$ cat src/rtl/glip_dii_deframer.sv
// glip_dii_deframer
// Strips the length header from the incoming GLIP word stream and forwards
// payload words as DII flits, marking the final flit of each frame with last.
// Zero-length frames and frames longer than MAX_LEN raise one-cycle error
// pulses. Oversize frames are consumed and discarded.

module glip_dii_deframer #(
    parameter int WIDTH      = 16,
    parameter int MAX_LEN    = 12,
    parameter int FIFO_DEPTH = 4
) (
    input  logic             clk,
    input  logic             rst,
    input  logic [WIDTH-1:0] glip_in_data,
    input  logic             glip_in_valid,
    output logic             glip_in_ready,
    output logic [WIDTH-1:0] dii_out_data,
    output logic             dii_out_last,
    output logic             dii_out_valid,
    input  logic             dii_out_ready,
    output logic             err_len_zero,
    output logic             err_len_over
);

    localparam int AW = $clog2(FIFO_DEPTH);

    typedef enum logic [1:0] {
        HDR  = 2'd0,
        PAY  = 2'd1,
        DROP = 2'd2
    } state_t;

    state_t           state;
    state_t           state_next;
    logic [WIDTH-1:0] remain;
    logic [WIDTH-1:0] remain_next;

    // Each entry holds {last, data}
    logic [WIDTH:0]   mem [FIFO_DEPTH];
    logic [AW:0]      wr_ptr;
    logic [AW:0]      rd_ptr;

    logic             full;
    logic             empty;
    logic             accept;
    logic             rem_one;
    logic             push;
    logic             pop;
    logic             zero_hit;
    logic             over_hit;

    // The extra pointer MSB separates the full case from the empty case
    assign empty   = (wr_ptr == rd_ptr);
    assign full    = (wr_ptr[AW] != rd_ptr[AW]) &&
                     (wr_ptr[AW-1:0] == rd_ptr[AW-1:0]);
    assign accept  = glip_in_valid && glip_in_ready;
    assign rem_one = (remain == WIDTH'(1));
    assign pop     = dii_out_valid && dii_out_ready;

    // Next-state, counter update, input ready and FIFO push decision
    always_comb begin
        state_next    = state;
        remain_next   = remain;
        glip_in_ready = 1'b1;
        push          = 1'b0;
        zero_hit      = 1'b0;
        over_hit      = 1'b0;
        case (state)
            HDR: begin
                if (accept) begin
                    if (glip_in_data == '0) begin
                        zero_hit = 1'b1;
                    end else if (glip_in_data > WIDTH'(MAX_LEN)) begin
                        over_hit    = 1'b1;
                        remain_next = glip_in_data;
                        state_next  = DROP;
                    end else begin
                        remain_next = glip_in_data;
                        state_next  = PAY;
                    end
                end
            end
            PAY: begin
                glip_in_ready = !full;
                if (accept) begin
                    push        = 1'b1;
                    remain_next = remain - 1'b1;
                    if (rem_one) begin
                        state_next = HDR;
                    end
                end
            end
            DROP: begin
                if (accept) begin
                    remain_next = remain - 1'b1;
                    if (rem_one) begin
                        state_next = HDR;
                    end
                end
            end
            default: begin
                state_next = HDR;
            end
        endcase
    end

    // State, length counter and registered error pulses
    always_ff @(posedge clk or posedge rst) begin
        if (rst) begin
            state        <= HDR;
            remain       <= '0;
            err_len_zero <= 1'b0;
            err_len_over <= 1'b0;
        end else begin
            state        <= state_next;
            remain       <= remain_next;
            err_len_zero <= zero_hit;
            err_len_over <= over_hit;
        end
    end

    // FIFO pointers; reset abandons any buffered flits
    always_ff @(posedge clk or posedge rst) begin
        if (rst) begin
            wr_ptr <= '0;
            rd_ptr <= '0;
        end else begin
            if (push) begin
                wr_ptr <= wr_ptr + 1'b1;
            end
            if (pop) begin
                rd_ptr <= rd_ptr + 1'b1;
            end
        end
    end

    // FIFO storage; last is set on the word that takes remain from 1 to 0
    always_ff @(posedge clk) begin
        if (push) begin
            mem[wr_ptr[AW-1:0]] <= {rem_one, glip_in_data};
        end
    end

    // Output side reads the head entry; zeros are shown while empty
    assign dii_out_valid = !empty;
    assign {dii_out_last, dii_out_data} = empty ? '0 : mem[rd_ptr[AW-1:0]];

endmodule

$ cat config.mk
export PLATFORM = sky130hd
export DESIGN_NAME = glip_dii_deframer
export DESIGN_NICKNAME = d
export VERILOG_FILES = /design/src/rtl/glip_dii_deframer.sv
export SDC_FILE = /design/constraint.sdc
export NUM_CORES = 1
export LEC_CHECK = 0
export ABC_AREA = 1
export CELL_PAD_IN_SITES_DETAIL_PLACEMENT = 1
export CELL_PAD_IN_SITES_GLOBAL_PLACEMENT = 2
export CORE_UTILIZATION = 39
export CTS_CLUSTER_SIZE = 25
export DETAILED_ROUTE_END_ITERATION = 8
export PLACE_DENSITY = 0.89
export SYNTH_ARGS = -nofsm -noshare
export SYNTH_HDL_FRONTEND = slang
export SYNTH_SLANG_ARGS = --single-unit
$ cat constraint.sdc
create_clock -name clk -period 5.5 [get_ports clk]
set_input_delay 1.1 -clock clk [delete_from_list [all_inputs] [get_ports clk]]
set_output_delay 1.1 -clock clk [all_outputs]
set_load 0.05 [all_outputs]
Word level (Yosys, flattened, before mapping)
Memories as Yosys holds them, arrays and structs flattened.
Cells that the tools add are included.
{ "totals": {"reg_bits": 26, "ram_bits": 68, "input_bits": 20, "output_inout_bits": 21, "mem_count": 1} }
{ "mem_list": {"columns": ["name", "words", "word_bits", "read_ports", "rd_ports_with_merged_regs", "wr", "line_no", "source"], "rows": [
  ["mem", 4, 17, 1, 0, 1, "39", "logic [WIDTH:0] mem [FIFO_DEPTH];"]
]} }
{ "classes": {"addsub": 3, "order_cmp": 1, "n_eq_ne": 10, "mux": 23, "reduce_logical": 11} }
{ "op_table": {"columns": ["cell", "n"], "rows": [
  ["$mux W16", 3],
  ["$pmux W16 S2", 1],
  ["$mux W17", 1],
  ["$eq A16 B1 Y1 const B", 1],
  ["$gt A16 B4 Y1 const B", 1],
  ["$logic_not A16 Y1", 1],
  ["$sub A16 B1 Y16 const B", 1],
  ["$mux W1", 12],
  ["$mux W2", 5],
  ["$reduce_and A4 Y1", 2],
  ["$add A3 B1 Y3 const B", 2],
  ["$ne A2 B1 Y1 const B", 2],
  ["$ne A2 B2 Y1 const B", 2],
  ["$pmux W2 S2", 1],
  ["$eq A3 B3 Y1", 1],
  ["$logic_and A1 B1 Y1", 3],
  ["$eq A2 B1 Y1 const B", 1],
  ["$eq A2 B2 Y1", 1],
  ["$eq A2 B2 Y1 const B", 1],
  ["$logic_not A1 Y1", 2],
  ["$logic_not A2 Y1", 1],
  ["$reduce_bool A2 Y1", 1],
  ["$reduce_or A2 Y1", 1],
  ["$ne A1 B1 Y1", 1]
]} }

Depth between registers and ports, before layout
{ "logic_depth": {"ltp_word": 9, "ltp_mapped": 13, "mapped_depth_nobuf": 11} }

Least setup slack after synthesis
No wires, ideal clock.
{ "synth_path": {"path_kind": "flip-flop to output port", "startpoint": "register rd_ptr[0]", "endpoint": "output port dii_out_data[10]", "t_arrival_ns": 1.880, "slack_ns": 2.520, "stages_incl_launch_ff": 10, "n_path_buf": 2, "path_cell_list": "dfrtp_1 -> buf_6 -> inv_4 -> nand2_1 -> nand2_1 -> nor2_4 -> nand2_1 -> clkbuf_1 -> nand2_1 -> inv_1"} }
{ "synth_via": {"elab_chain_len": 2, "word_cells_on_any_way": 3, "classes_between": "eq/ne: 1; mux: 1; memory: 1"} }
{ "synth_rtl": {"columns": ["item", "line_no", "source"], "rows": [
  ["start, declared", "41", "logic [AW:0] rd_ptr;"],
  ["start signal, assigned", "132", "rd_ptr <= rd_ptr + 1'b1;"],
  ["$mem_v2 Z4 W17 / $eq A3 B3 Y1 (equally long branches)", null, null],
  ["$mux W17 *", "146", "assign {dii_out_last, dii_out_data} = empty ? '0 : mem[rd_ptr[AW-1:0]];"],
  ["end, declared", "17", "output logic [WIDTH-1:0] dii_out_data,"]
]} }
Mark *: on every way between the ends. The rest lies on a longest branch, timed or not.

Worst setup path in the final report
{ "layout_path": {"startpoint": "register rd_ptr[1]", "endpoint": "output port dii_out_data[2]"} }
Same word-level chain as after synthesis.

==> results_dict.tcl <==
set metrics [dict create \
    synth.yosys.seq_area_share_pct 58.6 \
    worst_case_setup_slack_after_placement_ns 1.76 \
    tritoncts "yes" \
    dp.final_hpwl_um 7720 \
    die_height_um 111 \
    post-route-drc-count 0 \
    design.final.nets 575 \
    detailedRoute.firstPassIterationCount 4 \
    synth_top_cell_by_area "sky130_fd_sc_hd__edfxtp_1" \
    cts_buf_count 9 \
    timing.final.max_slew_violations 0 \
    antenna_found_initial 0 \
    port_buffers 40 \
    detail_route.wirelength_um 11400 \
    cts_buffer_depth 2 \
    max-slew-margin-rel_pct 37.8 \
    fin_cells 693 \
    multi_input_area_um2 1590 \
    post-route-worst-setup-slack_ns 1.39 \
    grt_pass1_vias 3684 \
    layout_cell_share_with_drive_strength_beyond_1_pct 6.18 \
    synth_commonest_cells "143 x sky130_fd_sc_hd__nand2_1, 77 x sky130_fd_sc_hd__nor2_1, 68 x sky130_fd_sc_hd__edfxtp_1" \
    netlist_top_cells_area "sky130_fd_sc_hd__edfxtp_1 44%, sky130_fd_sc_hd__dfrtp_1 14%, sky130_fd_sc_hd__nand2_1 12%" \
    syn2layout_area_growth_pct 17.9 \
    final.period_utilization_pct 74.7 \
    status "complete, no violations" \
    die_width_um 111 \
    yosys.cell_count.top_type "sky130_fd_sc_hd__nand2_1" \
    clkSlewWorstSetupHoldPaths_ns 0.07 \
    dr.first_iter.drc_count 174 \
    cp-start-kind "flop" \
    later_pin_clock_latency_in_the_skew_report_ns 0.34 \
    antenna_left 0 \
    timing.critical_path.slowest_cell_delay_ns 0.80 \
    achievable-frequency_mhz 243 \
    timing.clock.skew_ns 0.00461 \
    grt_max_degree 37 \
    yosysWarnings 0 \
    power.static_leakage_uw 0.00231 \
    viasPerCell 5.12 \
    post_cts_resize_count 0 \
    netlist_area_before_placement_um2 4600 \
    required_arrival_time_at_the_worst_endpoint_ns 4.40 \
    rows 39 \
    numClockSinks 94 \
    cp.buffers_inverters 3 \
    finalSetupViolations 0 \
    fin_setup_tns_ns 0 \
    antennaDiodeCount 0 \
    synth_cells 505 \
    max_fanout_on_critical_path 20 \
    clock_tree.root_cell "sky130_fd_sc_hd__clkbuf_16" \
    finalWorstPathRequiredPeriod_ns 4.11 \
    rr_startpoint "rd_ptr[1]$_DFFE_PP0P_" \
    critical_path.slowest_cell "sky130_fd_sc_hd__clkdlybuf4s50_1" \
    yosysUniqueCellTypes 29 \
    endpoint_kind "output port" \
    cts_hold_buf 0 \
    cts_post_setup_buffers_inserted 0 \
    seq_area_um2 2690 \
    gp_congestion 0.807 \
    grt_setup_unrepaired "no" \
    top_level_ports 41 \
    yosysTopAreaCellShare_pct 44.4 \
    class_of_the_tightest_hold_or_removal_check "reg -> reg" \
    dp_cells 678 \
    critical_path_arrival_ns 3.01 \
    synth_top_flop_cell "sky130_fd_sc_hd__edfxtp_1" \
    die_area_um2 12200 \
    worst_hold_startpoint "remain[15]$_DFFE_PP0P_" \
    report.power.total_uw 3100 \
    max-cap-violations 0 \
    synthesis.area_per_instance_um2 9.10 \
    dr_total_vias 3545 \
    postSynthRegisterBits 94 \
    power.density_nw_per_um2 572 \
    synth-edff-count 68 \
    n_fill_cell 1340 \
    cpLargestDelayFamily "buffers and inverters" \
    worst-setup-path-type "reg -> out" \
    crit_chain "inv_4 > nand2_2 > nand2_2 > nor2_4 > nand2_1 > nand2_1 > inv_1 > clkdlybuf4s50_1" \
    wire_length_of_the_first_global_routing_pass_um 18800 \
    htree_num_levels 3 \
    hold_viol_final 0 \
    design.core.area_um2 11500 \
    start_util_pct 40.1 \
    net_count_synth 534 \
    ys_async_sr_fraction_pct 27.7 \
    tightestPinTransition_ns 0.930 \
    wl_per_cell_um 16.5 \
    max-vdd-ir-drop_mv 0.452 \
    grtUsageTotal_pct 19.8 \
    global_route.overflow_total 0 \
    critical_path_start "rd_ptr[1]$_DFFE_PP0P_" \
]
cell usage in the layout (no fill, tap or decap), types with 2 or more instances in the layout:
cell type,Yosys,final
sky130_fd_sc_hd__nand2_1,143,143
sky130_fd_sc_hd__nor2_1,77,77
sky130_fd_sc_hd__edfxtp_1,68,68
sky130_fd_sc_hd__inv_1,49,49
sky130_fd_sc_hd__o21ai_0,42,42
sky130_fd_sc_hd__clkdlybuf4s50_1,0,40
sky130_fd_sc_hd__dfrtp_1,26,26
sky130_fd_sc_hd__nand3_1,22,22
sky130_fd_sc_hd__o22ai_1,17,17
sky130_fd_sc_hd__ha_1,9,9
sky130_fd_sc_hd__clkbuf_16,0,9
sky130_fd_sc_hd__buf_4,0,8
sky130_fd_sc_hd__nand2_4,4,4
sky130_fd_sc_hd__o21ai_1,4,4
sky130_fd_sc_hd__xor2_1,4,4
sky130_fd_sc_hd__nand4_1,4,4
sky130_fd_sc_hd__a21oi_1,3,3
sky130_fd_sc_hd__inv_4,2,2
sky130_fd_sc_hd__nand2_2,2,2
sky130_fd_sc_hd__mux2i_1,2,2
worst min-delay path, cell delays in order, from the launching register on:
cell	delay (ns)
sky130_fd_sc_hd__dfrtp_1	0.36
sky130_fd_sc_hd__nand2_1	0.06
sky130_fd_sc_hd__nand2_1	0.05
metrics by stage:
step	cell area (µm²)	utilization, %	hold slack (ns)
6_report	5420	47.2	0.502
4_1_cts	5420	47.2	0.506
3_3_place_gp	5130	44.7	0.455
2_1_floorplan	4600	-	0.442
5_1_grt	5420	47.2	0.550
3_5_place_dp	5130	44.7	0.490
worst paths after layout:
check	to	slack (ns)	depth (start not counted)
min reg2reg	remain[15]$_DFFE_PP0P_	0.50	2
max reg2reg	mem[3][12]$_DFFE_PP_	2.81	8
max in group asynchronous	remain[0]$_DFFE_PP0P_	4.10	3
max	dii_out_data[2]	1.39	8
min	remain[15]$_DFFE_PP0P_	0.50	2
min in group asynchronous	err_len_zero$_DFF_PP0_	1.13	3
sequential cells by signal, summed over array words and instances (netlist names):
| register | count |
|---|---|
| err_len_over | 1 |
| err_len_zero | 1 |
| mem | 68 |
| rd_ptr | 3 |
| remain | 16 |
| state | 2 |
| wr_ptr | 3 |
kinds of logic (layout without fill, tap and decap cells):
| kind of cell | Yosys count | count (layout) | synth area share [%] |
|---|---|---|---|
| buf+inv | 71 | 116 | 6.78 |
| xor+xnor | 4 | 4 | 0.762 |
| compound gates | 69 | 69 | 8.11 |
| mux | 2 | 2 | 0.436 |
| fa+ha+maj | 9 | 9 | 2.45 |
| simple gates | 256 | 256 | 22.9 |
| flops | 94 | 94 | 58.6 |
per-layer routing:
| layer | GRT usage [%] | vias up | wire, µm |
|---|---|---|---|
| met3 | 3.35 | 12 | 393 |
| li1 | - | 1740 | - |
| met5 | 0 | - | 0 |
| met4 | 6.04 | 0 | 191 |
| met1 | 24.4 | 1732 | 4980 |
| met2 | 35.3 | 61 | 5870 |
report_power, final:
group | total [µW] | switching, µW | leakage [µW] | internal [µW]
clock | 625 | 273 | 0.000139 | 352
combinational | 1540 | 1060 | 0.00124 | 480
sequential | 930 | 94.2 | 0.000939 | 836
total | 3100 | 1430 | 0.00231 | 1670
final cells by class:
type | count | area share (%)
Sequential cell | 94 | 49.7
Tap cell | 143 | 3.30
Clock inverter | 5 | 1.11
Clock buffer | 10 | 4.23
Timing Repair Buffer | 48 | 8.50
Multi-Input combinational cell | 340 | 29.4
Inverter | 53 | 3.77
Power figures use the tool's default switching activity.
